File: src/rtl/alu_arbiter_pkg.sv
// rtl/alu_arbiter_pkg.sv - shared widths, opcodes and FSM states for the ALU arbiter
package alu_arbiter_pkg;

  localparam int DATA_WIDTH           = 32;
  localparam int DATA_INDEX_LIMIT     = DATA_WIDTH - 1;
  localparam int ALU_OPRN_WIDTH       = 6;
  localparam int ALU_OPRN_INDEX_LIMIT = ALU_OPRN_WIDTH - 1;

  localparam logic [ALU_OPRN_INDEX_LIMIT:0] ALU_OPRN_ADD = 6'h20;
  localparam logic [ALU_OPRN_INDEX_LIMIT:0] ALU_OPRN_SUB = 6'h22;
  localparam logic [ALU_OPRN_INDEX_LIMIT:0] ALU_OPRN_MUL = 6'h2c;
  localparam logic [ALU_OPRN_INDEX_LIMIT:0] ALU_OPRN_SRL = 6'h02;
  localparam logic [ALU_OPRN_INDEX_LIMIT:0] ALU_OPRN_SLL = 6'h01;
  localparam logic [ALU_OPRN_INDEX_LIMIT:0] ALU_OPRN_AND = 6'h24;
  localparam logic [ALU_OPRN_INDEX_LIMIT:0] ALU_OPRN_OR  = 6'h25;
  localparam logic [ALU_OPRN_INDEX_LIMIT:0] ALU_OPRN_NOR = 6'h27;
  localparam logic [ALU_OPRN_INDEX_LIMIT:0] ALU_OPRN_SLT = 6'h2a;

  typedef enum logic [1:0] {
    ARB_ST_IDLE = 2'd0,
    ARB_ST_EXEC = 2'd1,
    ARB_ST_RESP = 2'd2
  } arb_state_t;

endpackage

File: src/rtl/alu_arbiter_alu.sv
// rtl/alu_arbiter_alu.sv - combinational 32-bit ALU shared by both requesters
module alu_arbiter_alu
  import alu_arbiter_pkg::*;
(
  input  logic [DATA_INDEX_LIMIT:0]     op1,
  input  logic [DATA_INDEX_LIMIT:0]     op2,
  input  logic [ALU_OPRN_INDEX_LIMIT:0] oprn,
  output logic [DATA_INDEX_LIMIT:0]     out,
  output logic                          zero
);

  // Shifts of 32 or more flush every bit out, so they are forced to zero
  // rather than relying on the truncated shift amount.
  logic shift_flush;
  assign shift_flush = (op2 >= 32'(DATA_WIDTH));

  // Operation select; unknown opcodes give 0 so nothing downstream sees X.
  always_comb begin
    out = '0;
    case (oprn)
      ALU_OPRN_ADD: out = op1 + op2;
      ALU_OPRN_SUB: out = op1 - op2;
      ALU_OPRN_MUL: out = op1 * op2;
      ALU_OPRN_SRL: out = shift_flush ? '0 : (op1 >> op2[4:0]);
      ALU_OPRN_SLL: out = shift_flush ? '0 : (op1 << op2[4:0]);
      ALU_OPRN_AND: out = op1 & op2;
      ALU_OPRN_OR:  out = op1 | op2;
      ALU_OPRN_NOR: out = ~(op1 | op2);
      ALU_OPRN_SLT: out = {{DATA_INDEX_LIMIT{1'b0}}, (op1 < op2)};
      default:      out = '0;
    endcase
  end

  assign zero = (out == '0);

endmodule

File: src/rtl/alu_arbiter.sv
// rtl/alu_arbiter.sv - round-robin two-port arbiter around a single registered ALU
module alu_arbiter
  import alu_arbiter_pkg::*;
(
  input  logic                          CLK,
  input  logic                          RST,
  input  logic                          REQ0_VALID,
  input  logic [DATA_INDEX_LIMIT:0]     REQ0_OP1,
  input  logic [DATA_INDEX_LIMIT:0]     REQ0_OP2,
  input  logic [ALU_OPRN_INDEX_LIMIT:0] REQ0_OPRN,
  output logic                          REQ0_READY,
  input  logic                          REQ1_VALID,
  input  logic [DATA_INDEX_LIMIT:0]     REQ1_OP1,
  input  logic [DATA_INDEX_LIMIT:0]     REQ1_OP2,
  input  logic [ALU_OPRN_INDEX_LIMIT:0] REQ1_OPRN,
  output logic                          REQ1_READY,
  output logic                          RES0_VALID,
  input  logic                          RES0_ACK,
  output logic                          RES1_VALID,
  input  logic                          RES1_ACK,
  output logic [DATA_INDEX_LIMIT:0]     RES,
  output logic                          ZERO,
  output logic                          ERR,
  output logic                          BUSY
);

  arb_state_t state, state_nx;

  logic                          last_grant;
  logic                          grant_vld;
  logic                          grant_id;
  logic                          xfer;
  logic                          ack_sel;
  logic                          oprn_ok;

  logic [DATA_INDEX_LIMIT:0]     op1_q;
  logic [DATA_INDEX_LIMIT:0]     op2_q;
  logic [ALU_OPRN_INDEX_LIMIT:0] oprn_q;
  logic                          id_q;

  logic [DATA_INDEX_LIMIT:0]     alu_out;
  logic                          alu_zero;

  // Round-robin pick: a lone requester wins outright, a tie goes to the
  // port that was not served last.
  always_comb begin
    grant_vld = REQ0_VALID | REQ1_VALID;
    grant_id  = 1'b0;
    if (REQ0_VALID && REQ1_VALID) begin
      grant_id = ~last_grant;
    end else begin
      grant_id = REQ1_VALID;
    end
  end

  assign REQ0_READY = (state == ARB_ST_IDLE) & grant_vld & ~grant_id;
  assign REQ1_READY = (state == ARB_ST_IDLE) & grant_vld &  grant_id;
  assign xfer       = REQ0_READY | REQ1_READY;
  assign ack_sel    = id_q ? RES1_ACK : RES0_ACK;

  // Opcode validity decode on the latched opcode, used to override the ALU.
  always_comb begin
    oprn_ok = 1'b0;
    case (oprn_q)
      ALU_OPRN_ADD, ALU_OPRN_SUB, ALU_OPRN_MUL,
      ALU_OPRN_SRL, ALU_OPRN_SLL, ALU_OPRN_AND,
      ALU_OPRN_OR,  ALU_OPRN_NOR, ALU_OPRN_SLT: oprn_ok = 1'b1;
      default:                                  oprn_ok = 1'b0;
    endcase
  end

  // The ALU only ever sees the latched operands, so its inputs are stable
  // for the whole EXEC cycle.
  alu_arbiter_alu alu_inst_01 (
    .op1  (op1_q),
    .op2  (op2_q),
    .oprn (oprn_q),
    .out  (alu_out),
    .zero (alu_zero)
  );

  // State register.
  always_ff @(posedge CLK) begin
    if (!RST) begin
      state <= ARB_ST_IDLE;
    end else begin
      state <= state_nx;
    end
  end

  // Next-state: one operation in flight, held in RESP until its owner acks.
  always_comb begin
    state_nx = state;
    case (state)
      ARB_ST_IDLE: if (xfer) state_nx = ARB_ST_EXEC;
      ARB_ST_EXEC: state_nx = ARB_ST_RESP;
      ARB_ST_RESP: if (ack_sel) state_nx = ARB_ST_IDLE;
      default:     state_nx = ARB_ST_IDLE;
    endcase
  end

  // Operand capture on accept, result capture at the end of EXEC, and the
  // round-robin pointer update once the response has been consumed.
  always_ff @(posedge CLK) begin
    if (!RST) begin
      op1_q      <= '0;
      op2_q      <= '0;
      oprn_q     <= '0;
      id_q       <= 1'b0;
      RES        <= '0;
      ZERO       <= 1'b0;
      ERR        <= 1'b0;
      last_grant <= 1'b1;
    end else begin
      case (state)
        ARB_ST_IDLE: begin
          if (xfer) begin
            op1_q  <= REQ1_READY ? REQ1_OP1  : REQ0_OP1;
            op2_q  <= REQ1_READY ? REQ1_OP2  : REQ0_OP2;
            oprn_q <= REQ1_READY ? REQ1_OPRN : REQ0_OPRN;
            id_q   <= REQ1_READY;
          end
        end
        ARB_ST_EXEC: begin
          if (oprn_ok) begin
            RES  <= alu_out;
            ZERO <= alu_zero;
            ERR  <= 1'b0;
          end else begin
            RES  <= '0;
            ZERO <= 1'b1;
            ERR  <= 1'b1;
          end
        end
        ARB_ST_RESP: begin
          if (ack_sel) last_grant <= id_q;
        end
        default: ;
      endcase
    end
  end

  // Status outputs come straight from the state and id flops.
  assign RES0_VALID = (state == ARB_ST_RESP) & ~id_q;
  assign RES1_VALID = (state == ARB_ST_RESP) &  id_q;
  assign BUSY       = (state != ARB_ST_IDLE);

endmodule
File: config.mk
export PLATFORM = sky130hd
export DESIGN_NAME = alu_arbiter
export DESIGN_NICKNAME = d
export VERILOG_FILES = /design/src/rtl/alu_arbiter_pkg.sv /design/src/rtl/alu_arbiter_alu.sv /design/src/rtl/alu_arbiter.sv
export SDC_FILE = /design/constraint.sdc
export NUM_CORES = 2
export LEC_CHECK = 0
export CAP_MARGIN = 25
export CORE_MARGIN = 3
export CORE_UTILIZATION = 35
export CTS_CLUSTER_SIZE = 16
export DETAILED_ROUTE_END_ITERATION = 6
export PLACE_DENSITY = 0.61
export SETUP_SLACK_MARGIN = 0.15
export SYNTH_ARGS = -nofsm -noshare
export SYNTH_HDL_FRONTEND = slang
export SYNTH_HIERARCHICAL = 1
export SYNTH_SLANG_ARGS = --single-unit
File: constraint.sdc
create_clock -name CLK -period 8.79 [get_ports CLK]
set_input_delay 2.637 -clock CLK [delete_from_list [all_inputs] [get_ports CLK]]
set_output_delay 2.637 -clock CLK [all_outputs]
set_load 0.05 [all_outputs]
Word level (Yosys, flattened, before mapping)
Index checks and enable logic that the tools add are counted.
{"block": "word_totals", "reg_bits": 108, "input_bits": 146}
{"block": "classes", "n_reduce_logical": 8, "n_mux": 15, "multipliers": 1, "eq_ne": 13, "shifts": 2, "n_lt_le_gt_ge": 2, "addsub": 2, "n_bitwise": 13}
{"operator": "one-hot mux 32 bit (9 select lines)", "count": 1}
{"operator": "2-to-1 mux 32 bit", "count": 5}
{"operator": "equality test 6 bit, second input constant", "count": 7}
{"operator": "adder 32 bit", "count": 1}
{"operator": "AND 32 bit", "count": 1}
{"operator": "greater-or-equal comparator 32 x 6 -> 1 bit, second input constant", "count": 1}
{"operator": "logical NOT 32 bit", "count": 1}
{"operator": "less-than comparator 32 bit", "count": 1}
{"operator": "multiplier 32 x 32 -> 32 bit", "count": 1}
{"operator": "inverter 32 bit", "count": 1}
{"operator": "bitwise OR 32 bit", "count": 1}
{"operator": "<< shifter 32 x 5 -> 32 bit", "count": 1}
{"operator": "right shift 32 x 5 -> 32 bit", "count": 1}
{"operator": "subtractor 32 bit", "count": 1}
{"operator": "OR reduction 9 bit", "count": 1}
{"operator": "equality test 6 x 1 -> 1 bit, second input constant", "count": 1}
{"operator": "equality test 6 x 2 -> 1 bit, second input constant", "count": 1}
{"operator": "2-to-1 mux 6 bit", "count": 1}
{"operator": "one-hot mux 2 bit (3 select lines)", "count": 1}
{"operator": "AND reduction 2 bit", "count": 3}
{"operator": "AND 1 bit", "count": 5}
{"operator": "2-to-1 mux 1 bit", "count": 5}
{"operator": "2-to-1 mux 2 bit", "count": 2}
{"operator": "inequality test 2 bit, second input constant", "count": 2}
{"operator": "7 further kinds", "count": 10}

Depth between registers and ports, before layout
{"block": "logic_depth", "ltp_word": 7, "mapped_depth": 35, "ltp_nobuf": 30}

Modules after synthesis
Netlist, hierarchy kept.
{"module": "alu_arbiter_alu", "area_per_inst_um2": 24188.2, "cells_per_inst": 3041, "seq_area_each_um2": 0.0, "instances": 1}
{"module": "alu_arbiter", "area_per_inst_um2": 4144.0, "cells_per_inst": 399, "seq_area_each_um2": 2162.1, "instances": 1}

Worst setup path after synthesis
Ideal clock, no wire load.
{"block": "synth_timing", "path_type": "reg-to-reg", "start": "register op2_q[2]", "end": "register ZERO", "path_buffers": 5, "stages_incl_launch_ff": 34, "arrival_ns": 8.560, "setup_ns": 0.074, "slack_ns": 0.156, "t_required_ns": 8.716, "period_less_slack_ns": 8.634, "cell_sequence": "dfxtp_1 -> inv_1 -> buf_1 -> buf_2 -> clkbuf_1 -> buf_1 -> nor2_1 -> fa_1 -> inv_1 -> fa_1 -> fa_1 -> fa_1 -> inv_1 -> fa_1 -> inv_1 -> fa_1 -> inv_1 -> fa_1 -> fa_1 -> ha_1 -> clkbuf_1 -> a21oi_1 -> o21bai_1 -> a21oi_1 -> mux2_2 -> o221ai_1 -> a211o_1 -> a211o_1 -> or3b_1 -> nor4_2 -> nand4b_1 -> nor4b_2 -> inv_1 -> a31oi_1"}
{"block": "synth_between", "elab_chain_cells": 5, "elab_cells_between_ends": 15, "classes_between": "2 x add/sub; 1 x mul; 2 x order compare; 2 x shift; 4 x mux; 3 x bitwise; 1 x reduce/logical"}
{"item": "start, declared", "line_no": "alu_arbiter.sv:37", "source": "logic [DATA_INDEX_LIMIT:0] op2_q;"}
{"item": "start signal, assigned", "line_no": "alu_arbiter.sv:119", "source": "op2_q <= REQ1_READY ? REQ1_OP2 : REQ0_OP2;"}
{"item": "branches (longest 2 deep; another with multiplier 32 x 32 -> 32 bit)"}
{"item": "one-hot mux 32 bit (9 select lines) (*)", "line_no": "alu_arbiter_alu.sv:20", "source": "case (oprn)"}
{"item": "named net alu_out[22]", "line_no": "alu_arbiter.sv:41", "source": "logic [DATA_INDEX_LIMIT:0] alu_out;"}
{"item": "logical NOT 32 bit (*)", "line_no": "alu_arbiter_alu.sv:34", "source": "assign zero = (out == '0);"}
{"item": "named net alu_zero", "line_no": "alu_arbiter.sv:42", "source": "logic alu_zero;"}
{"item": "2-to-1 mux 1 bit (*)", "line_no": "alu_arbiter.sv:125", "source": "if (oprn_ok) begin"}
{"item": "end signal, assigned", "line_no": "alu_arbiter.sv:127", "source": "ZERO <= alu_zero;"}
{"item": "end, declared", "line_no": "alu_arbiter.sv:22", "source": "output logic ZERO,"}
Mark *: on every way through the listed nets, which the timed path passes.
A chain may end at the register's enable or synchronous reset.

Final worst setup path
{"block": "layout_timing", "start": "register op1_q[11]", "end": "register ZERO"}
{"block": "layout_between", "elab_chain_cells": 5, "elab_cells_between_ends": 14, "classes_between": "2 x add/sub; 1 x mul; 1 x order compare; 2 x shift; 4 x mux; 3 x bitwise; 1 x reduce/logical"}
{"item": "start, declared", "line_no": "alu_arbiter.sv:36", "source": "logic [DATA_INDEX_LIMIT:0] op1_q;"}
{"item": "start signal, assigned", "line_no": "alu_arbiter.sv:118", "source": "op1_q <= REQ1_READY ? REQ1_OP1 : REQ0_OP1;"}
{"item": "branches (longest 2 deep; another with multiplier 32 x 32 -> 32 bit)"}
{"item": "one-hot mux 32 bit (9 select lines) (*)", "line_no": "alu_arbiter_alu.sv:20"}
{"item": "logical NOT 32 bit (*)", "line_no": "alu_arbiter_alu.sv:34"}
{"item": "named net alu_zero", "line_no": "alu_arbiter.sv:42"}
{"item": "2-to-1 mux 1 bit (*)", "line_no": "alu_arbiter.sv:125"}
Marks and branches as above.

==> run_results.csv <==
group,metric,value,unit
status,status,"finished clean",
final_layout,drive_above_1_share,9.16,%
final_layout,postLayoutCoreUtil,40.5,%
sta,fin_setup_tns,0,ns
placed_design,dpl_cell_area,31900,um^2
sta,hold_viol,0,
sta,rsz0062_at_grt,"no",
yosys,yosys_most_used_dff,"dfxtp_1",
yosys,synth_top_area_share,29.0,%
pwr,swShare,55.5,%
clocking,cts_buffers,9,
yosys,yosys-top-cells-count,"nor2_1 (529), inv_1 (463), fa_1 (410)",
yosys,async_reset_ff_share,0,%
clocking,htree_levels,3,
detailed_routing,avgViaCountPerCell,6.03,
pwr,power.leakage,14.4,nW
detailed_routing,via_count,28000,
grt,grt-ovfl-total,0,
pwr,power,0.00410,W
pwr,p_comb_share,74.4,%
placed_design,io_buffers,184,
die,io_pins,185,
yosys,synth_seq_cells,108,
placed_design,dp_hpwl,104000,um
placed_design,dp_cells,4615,
sta,drv_slew,0,
final_layout,syn2layout_area_growth,13.9,%
critical_path,cp.arrival,8.68,ns
final_layout,fin_cells,4643,
detailed_routing,route.detailed.drc,0,
grt,grt_pass1_vias,27800,
sta,relSlewSlack,13.7,%
placed_design,gp_congestion,1.05,
die,core,79600,um^2
critical_path,worst_ep_required_time,9.15,ns
pwr,peakVddDrop,0.128,mV
final_layout,stdcell_area,32300,um^2
detailed_routing,avgRoutedWirePerCell,28.3,um
clocking,cts_tree,"yes",
yosys,netlist_top_cells_area,"fa_1 (29%), ha_1 (9.7%), dfxtp_1 (7.6%)",
pwr,clockPowerShare,11.2,%
clocking,clk_pin_slew,0.11,ns
critical_path,r2r_slack,0.48,ns
pwr,p_per_area,127,nW/um^2
detailed_routing,dr.pass1.iters,7,
die,die_area,84400,um^2
sta,tightest_slew,1.29,ns
critical_path,worstPathMaxFanout,18,
critical_path,cpMostUsedCell,"fa_1",
sta,max_freq,0.120,GHz
critical_path,slowest_stage,"fa_1",
die,die_h,291,um
detailed_routing,final_antenna_net_count,0,
critical_path,worstSetupPathType,"reg2reg",
clocking,clock_latency,0.43,ns
critical_path,critPathMaxStageDelay,0.56,ns
yosys,synth_edf_count,0,
yosys,yosysSeqAreaShare,7.63,%
die,rows,103,
critical_path,cp-end-kind,"flip-flop",
flow_run,drv_cap,0,
yosys,yosysWarnings,6,
sta,period_needed,8.31,ns
critical_path,cp-start-kind,"flip-flop",
pwr,p_switching,0.00228,W
clocking,clock-sinks,108,
yosys,synth.cell_area,28300,um^2
grt,antenna_found_initial,6,
clocking,clock_path_buffers,2,
yosys,synth.largest_area_cell,"fa_1",
sta,finalSetupViolCount,0,
sta,finalClockSkew,0.0240,ns
die,die_w,291,um
yosys,synthCells,3440,
grt,grt_start_max_net_pins,74,
yosys,syn_area_per_cell,8.24,um^2
pwr,p_int,0.00183,W
grt,grt_usage,30.5,%
clocking,cts-root-buf,"clkbuf_16",
yosys,yosysMostFrequentCell,"nor2_1",
pwr,seq_power_share,14.4,%
detailed_routing,wl,131000,um
sta,final.period_utilization,94.6,%
final_layout,nets,4361,
yosys,synth_nets,4216,
detailed_routing,drt_iter0_drc,3708,
die,initial_core_util,35.6,%
hold_path,hp-class,"reg2reg",
yosys,synth_cell_types,93,
grt,grt_pass1_wl,192000,um
## repair_timing
action / 4_1_cts / 5_1_grt
setup buffers: 0 / 8
hold buffers: 0 / 0
gates resized for setup: 0 / 16
setup endpoints to repair: 0 / 1
## power by group through the flow
stage | Combinational, W | Clock, W | Sequential, W
floorplan | 0.00181 | 0 | 0.000589
global placement | 0.00295 | 0 | 0.000596
detailed placement | 0.00294 | 0 | 0.000597
CTS | 0.00296 | 0.000468 | 0.000585
global route | 0.00323 | 0.000474 | 0.000594
finish | 0.00305 | 0.000459 | 0.000591
## sequential cells by signal, summed over array words and instances, names as in the netlist
register / cells
RES: 32
op1_q: 32
op2_q: 32
oprn_q: 6
state: 2
ERR: 1
ZERO: 1
id_q: 1
last_grant: 1
## path summary, 6_finish.rpt
path / startpoint / to / cells past startpoint
setup / recovery: op1_q[11] / ZERO / 26
hold / removal: RES[16] / RES[16] / 1
setup reg to reg: op1_q[11] / ZERO / 26
hold reg to reg: RES[16] / RES[16] / 1
## critical path: cells and delay by family (launching register included)
family | cells | cell delay, ns
adders and majority gates | 10 | 4.70
buffers and inverters | 5 | 0.79
xor gates and xnor gates | 1 | 0.34
AOI/OAI and AO/OA | 6 | 1.20
and+or+nand+nor | 4 | 0.80
DFF | 1 | 0.41
## per-stage QoR
stage / hold WS (ns) / setup slack [ns]
after global routing: 0.538 / 0.145
after global placement: 0.471 / 0.471
after CTS: 0.501 / 0.445
after floorplan: 0.492 / 0.156
final: 0.504 / 0.476
after detailed placement: 0.469 / 0.470
## layout by cell type, fill, tap and decap left out, types with 15 or more instances in the layout
master	n
nor2_1	529
a211oi_1	27
xor2_1	18
nor4_1	16
nor3_1	31
mux2_2	34
fa_1	410
a222oi_1	71
o221ai_1	21
a21oi_1	114
a221oi_1	33
and3_1	36
nand2b_1	18
nand3_1	39
o211ai_1	29
o22ai_1	15
clkdlybuf4s50_1	183
ha_1	220
nor2b_1	23
nand2_1	316
o21ai_0	92
mux2i_1	41
dfxtp_1	102
mux4_2	38
o31ai_1	18
buf_4	180
a21o_1	27
xnor2_1	96
a41o_1	31
a221o_1	28
inv_1	455
## layer usage
metal	global-route usage [%]	wire [um]	up-vias
met4	16.1	8430	2
met1	40.6	51800	13900
li1	-	-	11900
met2	46.2	56600	1784
met3	6.98	14500	353
met5	0	17	-
## cell families (layout without fill, tap and decap cells)
logic type	after synthesis	in the layout	share of synthesized area, %
compound gates	651	651	17.2
simple gates	1100	1100	16.9
fa+ha+maj	630	630	38.7
other cells	0	3	0
mux	118	118	6.02
flops	108	108	7.63
xor+xnor	114	114	3.52
buf+inv	719	869	10.1
## final cells by class
cell class	instances	area [um^2]
Clock inverter	7	58.8
Fill cell	8240	47400
Sequential cell	108	2170
Multi-Input combinational cell	2613	23400
Tap cell	1050	1310
Timing Repair Buffer	371	3310
Clock buffer	9	225
Inverter	482	1840
Antenna cell	3	7.51
No activity file was read; power rests on OpenSTA's default activity.
